## config.mk

```make
export PLATFORM = sky130hd
export DESIGN_NAME = regfile_wb_arb
export DESIGN_NICKNAME = d
export VERILOG_FILES = /design/src/rtl/regfile_wb_arb.sv
export SDC_FILE = /design/constraint.sdc
export NUM_CORES = 1
export LEC_CHECK = 0
export CORE_MARGIN = 5
export CORE_UTILIZATION = 52
export CTS_CLUSTER_SIZE = 8
export DETAILED_ROUTE_END_ITERATION = 12
export GPL_TIMING_DRIVEN = 0
export PLACE_DENSITY = 0.85
export SYNTH_ARGS = -nofsm -noshare
export SYNTH_HDL_FRONTEND = slang
export SYNTH_SLANG_ARGS = --single-unit
```

## constraint.sdc

```tcl
create_clock -name clk -period 3.4 [get_ports clk]
set_clock_uncertainty 0.15 [all_clocks]
set_input_delay 0.51 -clock clk [delete_from_list [all_inputs] [get_ports clk]]
set_output_delay 0.51 -clock clk [all_outputs]
set_load 0.005 [all_outputs]
```

## src/rtl/regfile_wb_arb.sv

```systemverilog
// Write-back arbiter for the register-file write port: merges unbuffered ALU results
// with a FIFO of long-latency results and keeps a pending-destination scoreboard.
module regfile_wb_arb #(
    parameter int XLEN       = 32,
    parameter int DEPTH      = 4,
    parameter int STARVE_LIM = 4
) (
    input  logic            clk,
    input  logic            srst,
    input  logic            a_valid,
    output logic            a_ready,
    input  logic [4:0]      a_rd,
    input  logic [XLEN-1:0] a_data,
    input  logic            b_valid,
    output logic            b_ready,
    input  logic [4:0]      b_rd,
    input  logic [XLEN-1:0] b_data,
    input  logic            iss_valid,
    input  logic [4:0]      iss_rd,
    input  logic [4:0]      rs1,
    input  logic [4:0]      rs2,
    output logic            rs1_busy,
    output logic            rs2_busy,
    output logic [31:0]     pend,
    output logic            wen,
    output logic [4:0]      waddr,
    output logic [XLEN-1:0] wdata,
    output logic            dbg_state
);
    localparam int PW = (DEPTH > 1) ? $clog2(DEPTH) : 1;
    localparam int CW = $clog2(DEPTH + 1);
    localparam int SW = (STARVE_LIM > 1) ? $clog2(STARVE_LIM) : 1;

    typedef enum logic {
        ST_NORMAL = 1'b0,
        ST_FORCE  = 1'b1
    } state_t;

    // Handshakes: a transfer happens on a cycle where valid and ready are both high at
    // the rising edge; producers hold valid and payload stable until that cycle.

    state_t          r_state;
    logic [SW-1:0]   r_sc;
    logic [XLEN-1:0] r_data_mem [DEPTH];
    logic [4:0]      r_rd_mem   [DEPTH];
    logic [PW-1:0]   r_wptr;
    logic [PW-1:0]   r_rptr;
    logic [CW-1:0]   r_count;
    logic [31:0]     r_pend;
    logic            r_wen;
    logic [4:0]      r_waddr;
    logic [XLEN-1:0] r_wdata;

    logic            w_empty;
    logic            w_full;
    logic            w_push;
    logic            w_pop;
    logic            w_sel_a;
    logic            w_bypass;
    logic [4:0]      w_sel_rd;
    logic [XLEN-1:0] w_sel_data;
    logic [31:0]     w_pend_nxt;

    assign w_empty  = (r_count == '0);
    assign w_full   = (r_count == CW'(DEPTH));
    assign b_ready  = !w_full && !srst;
    assign a_ready  = (r_state == ST_NORMAL) || srst;
    assign w_push   = b_valid && b_ready;
    assign w_sel_a  = (r_state == ST_NORMAL) && a_valid;
    assign w_pop    = !w_empty && ((r_state == ST_FORCE) || !a_valid);
    assign w_bypass = (r_state == ST_NORMAL) && !w_empty && a_valid;

    assign w_sel_rd   = w_sel_a ? a_rd   : r_rd_mem[r_rptr];
    assign w_sel_data = w_sel_a ? a_data : r_data_mem[r_rptr];

    assign pend      = r_pend;
    assign rs1_busy  = r_pend[rs1];
    assign rs2_busy  = r_pend[rs2];
    assign wen       = r_wen;
    assign waddr     = r_waddr;
    assign wdata     = r_wdata;
    assign dbg_state = r_state;

    // Clear happens on the edge the register file captures the write; a same-edge set wins.
    always_comb begin
        w_pend_nxt = r_pend;
        if (r_wen) begin
            w_pend_nxt[r_waddr] = 1'b0;
        end
        if (iss_valid && (iss_rd != 5'd0)) begin
            w_pend_nxt[iss_rd] = 1'b1;
        end
        w_pend_nxt[0] = 1'b0;
    end

    // Storage needs no reset: pointers and count define which entries are live.
    always_ff @(posedge clk) begin
        if (w_push) begin
            r_data_mem[r_wptr] <= b_data;
            r_rd_mem[r_wptr]   <= b_rd;
        end
    end

    always_ff @(posedge clk) begin
        if (srst) begin
            r_state <= ST_NORMAL;
            r_sc    <= '0;
            r_wptr  <= '0;
            r_rptr  <= '0;
            r_count <= '0;
            r_pend  <= '0;
            r_wen   <= 1'b0;
            r_waddr <= '0;
            r_wdata <= '0;
        end else begin
            if (w_push) begin
                r_wptr <= r_wptr + PW'(1);
            end
            if (w_pop) begin
                r_rptr <= r_rptr + PW'(1);
            end
            r_count <= r_count + CW'(w_push) - CW'(w_pop);
            r_pend  <= w_pend_nxt;

            if (w_sel_a || w_pop) begin
                r_wen   <= (w_sel_rd != 5'd0);
                r_waddr <= w_sel_rd;
                r_wdata <= w_sel_data;
            end else begin
                r_wen <= 1'b0;
            end

            // sc counts consecutive cycles the FIFO head is passed over in favour of A.
            case (r_state)
                ST_NORMAL: begin
                    if (w_bypass) begin
                        if (r_sc == SW'(STARVE_LIM - 1)) begin
                            r_state <= ST_FORCE;
                            r_sc    <= '0;
                        end else begin
                            r_sc <= r_sc + SW'(1);
                        end
                    end else begin
                        r_sc <= '0;
                    end
                end
                ST_FORCE: begin
                    r_state <= ST_NORMAL;
                    r_sc    <= '0;
                end
                default: begin
                    r_state <= ST_NORMAL;
                    r_sc    <= '0;
                end
            endcase
        end
    end
endmodule

```

Yosys cells after proc, flatten, opt, wreduce, memory -nomap -nowiden
Memory sizes are Yosys's and may differ from the RTL's. A register that Yosys moved wholly into a read port is not among the register bits.
Index checks and enable logic that the tools add are counted.
{ "totals": {"reg_bits": 80, "ram_bits": 148, "inputBits": 94, "out_inout_bits": 75, "word_cells": 74, "n_memories": 2} }
{ "memory_table": {"columns": ["memory", "words", "width", "rd", "rd_clocked_by_memory_dff", "wr", "line", "source"], "rows": [
  ["r_data_mem", 4, 32, 1, 1, 1, "44", "logic [XLEN-1:0] r_data_mem [DEPTH];"],
  ["r_rd_mem", 4, 5, 1, 1, 1, "45", "logic [4:0] r_rd_mem [DEPTH];"]
]} }
{ "classes": {"add_sub_neg": 5, "n_lt_le_gt_ge": 6, "n_eq_ne": 2, "n_mux": 24, "n_bitwise": 5, "n_reduce_logical": 20} }
{ "ops": {"columns": ["operator", "count"], "rows": [
  ["$mux W32", 3],
  ["$and A32 B32 Y32", 1],
  ["$not A32 Y32", 1],
  ["$or A32 B32 Y32", 1],
  ["$lt A5 B6 Y1 const B", 4],
  ["$mux W2", 6],
  ["$bmux W1 S5", 2],
  ["$demux W1 S5", 2],
  ["$ge A5 B1 Y1 const B", 2],
  ["$reduce_bool A5 Y1", 2],
  ["$logic_and A1 B1 Y1", 9],
  ["$mux W1", 8],
  ["$add A2 B1 Y2 const B", 3],
  ["$mux W5", 1],
  ["$logic_not A1 Y1", 4],
  ["$pmux W2 S2", 1],
  ["$add A3 B1 Y3", 1],
  ["$eq A3 B3 Y1 const B", 1],
  ["$logic_not A3 Y1", 1],
  ["$logic_or A1 B1 Y1", 3],
  ["$sub A3 B1 Y3", 1],
  ["$eq A2 B2 Y1 const B", 1],
  ["$not A1 Y1", 2],
  ["$pmux W1 S2", 1],
  ["$reduce_or A2 Y1", 1]
]} }

Depth between registers and ports, before layout
Gate-level depths: netlist of run 1.
{ "depth": {"depth_word": 9, "depth_mapped": 11, "depth_no_buf": 11} }

Least setup slack after synthesis of run 1
Ideal clock, no wire load.
{ "synth_timing": {"kind": "input -> register", "start": "input srst", "end": "register r_count[2]", "setup_time_ns": 0.128, "arrival_time_ns": 2.280, "t_required_ns": 3.122, "setup_slack_ns": 0.842, "cell_stages": 11, "n_path_buf": 1, "path_cell_list": "clkbuf_1 > a211oi_2 > inv_1 > ha_1 > inv_1 > ha_1 > inv_1 > fa_1 > xor2_1 > xnor2_1 > nor2_1"} }
{ "synth_between": {"elab_chain_len": 5} }
{ "synth_rtl": {"columns": ["element", "line", "source"], "rows": [
  ["start, declared", "9", "input logic srst,"],
  ["$logic_not A1 Y1", "66", "assign b_ready = !w_full && !srst;"],
  ["$logic_and A1 B1 Y1", "66", null],
  ["$logic_and A1 B1 Y1", "68", "assign w_push = b_valid && b_ready;"],
  ["$add A3 B1 Y3", "122", "r_count <= r_count + CW'(w_push) - CW'(w_pop);"],
  ["$sub A3 B1 Y3", "122", null],
  ["end signal, assigned", "122", null],
  ["end, declared", "48", "logic [CW-1:0] r_count;"]
]} }
Parallel ways exist; a longest one is shown, timed or not.
A chain may end at the register's enable or synchronous reset.

Final worst setup path of run 1
{ "layout_timing": {"start": "input rs1[0]", "end": "output rs1_busy"} }
{ "layout_between": {"elab_chain_len": 2} }
{ "layout_rtl": {"columns": ["element", "line", "source"], "rows": [
  ["start, declared", "20", "input logic [4:0] rs1,"],
  ["$bmux W1 S5", "77", "assign rs1_busy = r_pend[rs1];"],
  ["$mux W1 (not written as such)", "77", null],
  ["end, declared", "22", "output logic rs1_busy,"]
]} }
No other way between the ends. The select of a mux whose other input is x is not followed.

==> impl_metrics.csv, run 1 <==
group,metric,value,unit
critical_path,crit_required,2740,ps
pwr,p_int,0.00605,W
die,coreArea,17800,µm²
pwr,pwr-share-clk,0.374,
timing,rsz0062_at_grt,"false",
drt,via_per_inst,5.72,
placed_design,gp_congestion,0.843,
clock_tree,cts_tree,"built",
critical_path,crit_path_start,"rs1[0]",
cells_and_area,post-route-util,0.692,
yosys,yosysSeqAreaShare,0.647,
clock_tree,htreeDepth,2,
timing,drv_slew,0,
timing,setup_viol_count_final,0,
timing,fin_crit_sh,0.929,
hold_path,hp-class,"reg2reg",
die,die_area,20800,µm²
critical_path,critPathKind,"in2out",
clock_tree,clock_sinks,229,
timing,hold_violations,0,
yosys,synthSimpleGateAreaFrac,0.0685,
cells_and_area,instances_no_fill,1086,
global_route,grt_usage,0.223,
pwr,pwr-share-comb,0.223,
critical_path,cp-end-kind,"output pin",
yosys,syn_nets,734,
cells_and_area,fillCellCount,1156,
critical_path,r2r_start,"r_count[1]",
global_route,antenna_found_initial,0,
die,row_count,49,
run,drv_cap,0,
clock_tree,cts_setup_buffers,0,
pwr,peakVddDrop,570,µV
yosys,syn-instance-count,632,
yosys,synth_ff_type,"edfxtp_1",
placed_design,dp.cells,1027,
pwr,power,0.00820,W
cells_and_area,multi_input_area,3090,µm²
global_route,grt_max_degree,34,
placed_design,dp.final_hpwl,15300,µm
drt,antenna_left,0,
critical_path,worstPathMaxFanout,6,
cells_and_area,layout.nets,936,
die,start_util,0.525,
critical_path,crit_path_max_incr_delay,630,ps
timing,relSlewSlack,0.327,
clock_tree,cts_buffers,34,
yosys,syn-cell-area,9370,µm²
outcome,status,"finished clean",
drt,drt_iter0_drc,390,
timing,holdWs,289,ps
cells_and_area,area_growth_syn_to_layout,31.9,%
cells_and_area,final_common_cell,"clkdlybuf4s50_1",
global_route,grt_pass1_wl,35500,µm
yosys,synth_compound_gate_area_share,0.0685,
global_route,first_global_vias,6551,
drt,vias,6209,
yosys,synth_cell_type_count,44,
die,pin_count,169,
die,die_y,144,µm
yosys,yosysWarnings,0,
timing,tightest_slew,1010,ps
cells_and_area,design_area,12400,µm²
drt,post_drt_wl_per_cell,21.3,µm
yosys,synth_top_family_by_area,"multiplexers",
clock_tree,cts_resized,0,
yosys,ys_ff_latch,229,
cells_and_area,drive_gt1_frac,0.145,
yosys,synth-edff-count,148,
timing,period_needed,3160,ps
drt,drc_errors,0,
clock_tree,cts_hold_buf,0,
critical_path,crit_slowest_cell,"clkdlybuf4s50_1",
pwr,p_per_area,664,nW/µm²
critical_path,start_kind,"primary input",
pwr,pwr-share-seq,0.404,
pwr,p_leak,4.22,nW
yosys,synthXorXnorAreaFrac,0.00467,
drt,wl,23100,µm
die,die_x,144,µm
pwr,switching_share,0.263,
clock_tree,insertion_delay,500,ps
cells_and_area,layout_common_cells,"162 x clkdlybuf4s50_1, 148 x edfxtp_1, 81 x dfxtp_1",
drt,drt_pass1_iterations,5,
placed_design,numPortBuffers,162,
pwr,switching_power,0.00215,W
yosys,synth-async-reset-ratio,0,
clock_tree,worst_setup_hold_path_clk_slew,50,ps
yosys,avgSynthCellArea,14.8,µm²
critical_path,r2r.worst_path.cells,11,
cells_and_area,regArea,6070,µm²
clock_tree,cts_root_buf,"clkbuf_16",
critical_path,arrival,2500,ps
timing,max_freq,0.317,GHz
hold_path,hold_start,"r_sc[0]",
hold_path,min_path_cells,1,
critical_path,path_cells,"clkdlybuf4s50_1 -> mux4_2 -> mux2i_1 -> mux2_2 -> clkdlybuf4s50_1",
global_route,grt_overflow,0,
placed_design,dpl-instance-area,11400,µm²
clock_tree,cts_buffer_depth,3,
yosys,synth_adder_area_share,0.0115,
critical_path,cpMostUsedCell,"clkdlybuf4s50_1",
yosys,muxShareOfSynthArea,0.176,
registers in the layout, summed over array words and instances (netlist names), named ones only:
signal and flops:
pend 31, wdata 32, r_wptr 2, r_rptr 2, wen 1, waddr 5
r_data_mem 128, r_sc 2, dbg_state 1, r_count 3, r_rd_mem 20
metrics by stage:
stage / TNS, ps / setup WS (ps)
after floorplan: 0 / 842
after global placement: -34500 / -254
after detailed placement: 0 / 236
after CTS: 0 / 226
after global routing: 0 / 145
final: 0 / 242
worst paths after layout:
check | end | slack, ps
min | r_sc[0] | 290
min reg2reg | r_sc[0] | 290
max | rs1_busy | 240
max reg2reg | r_count[2] | 790
final cells by class:
cell class | instances | share of cell area
timing repair buffer | 166 | 0.138
multi-input combinational | 356 | 0.250
clock buffer | 55 | 0.0770
tap | 229 | 0.0232
inverter | 7 | 0.00213
buffer | 40 | 0.0152
antenna | 1 | 0.000203
clock inverter | 3 | 0.00304
sequential | 229 | 0.491
synth_stat cells, types with 3 or more instances:
cell / instances / share of area
nor3b_1: 5 / 0.0040
and2_1: 6 / 0.0040
nand3_1: 4 / 0.0021
mux2i_1: 43 / 0.046
inv_1: 7 / 0.0028
clkbuf_1: 20 / 0.0080
dfxtp_1: 81 / 0.17
buf_4: 4 / 0.0032
mux2_2: 5 / 0.0060
nor3_1: 3 / 0.0016
nand2_1: 43 / 0.017
o21ai_1: 3 / 0.0016
buf_2: 12 / 0.0064
a211oi_1: 33 / 0.026
a21oi_1: 36 / 0.019
nor2_1: 51 / 0.020
xnor2_1: 4 / 0.0037
buf_1: 3 / 0.0012
mux4_2: 51 / 0.12
ha_1: 7 / 0.0093
o21ai_0: 28 / 0.015
edfxtp_1: 148 / 0.47
nand3b_1: 7 / 0.0056
routing by layer:
layer / track usage / wire length, µm / vias up
li1: - / - / 2842
met1: 0.274 / 8580 / 3015
met2: 0.386 / 11700 / 297
met3: 0.0509 / 2100 / 55
met4: 0.0839 / 698 / 0
met5: 0 / 0 / -
kinds of logic after synthesis:
logic type / Yosys count
buffers and inverters: 47
DFF: 229
and+or+nand+nor: 135
other: 1
xor gates and xnor gates: 5
adders and majority gates: 8
AOI/OAI and AO/OA: 107
muxes: 100
worst max-delay path, delay by kind of cell:
family | cells | cell delay [ps]
buffers and inverters | 2 | 1120
multiplexers | 3 | 870
power groups by stage:
stage	logic [W]	registers, W	clock network (W)
after floorplan	0.00117	0.00334	0
after global placement	0.00176	0.00335	0
after detailed placement	0.00181	0.00336	0
after CTS	0.00184	0.00331	0.00310
after global routing	0.00198	0.00333	0.00325
final	0.00182	0.00331	0.00306
Note: power is estimated with default switching activity, not from simulation.
==> inputs of run 2 (changes only) <==
Settings changed: TNS_END_PERCENT from default to 5.
==> results of run 2 <==
Same layout as run 1: the final DEF is identical, and so are final timing and power.
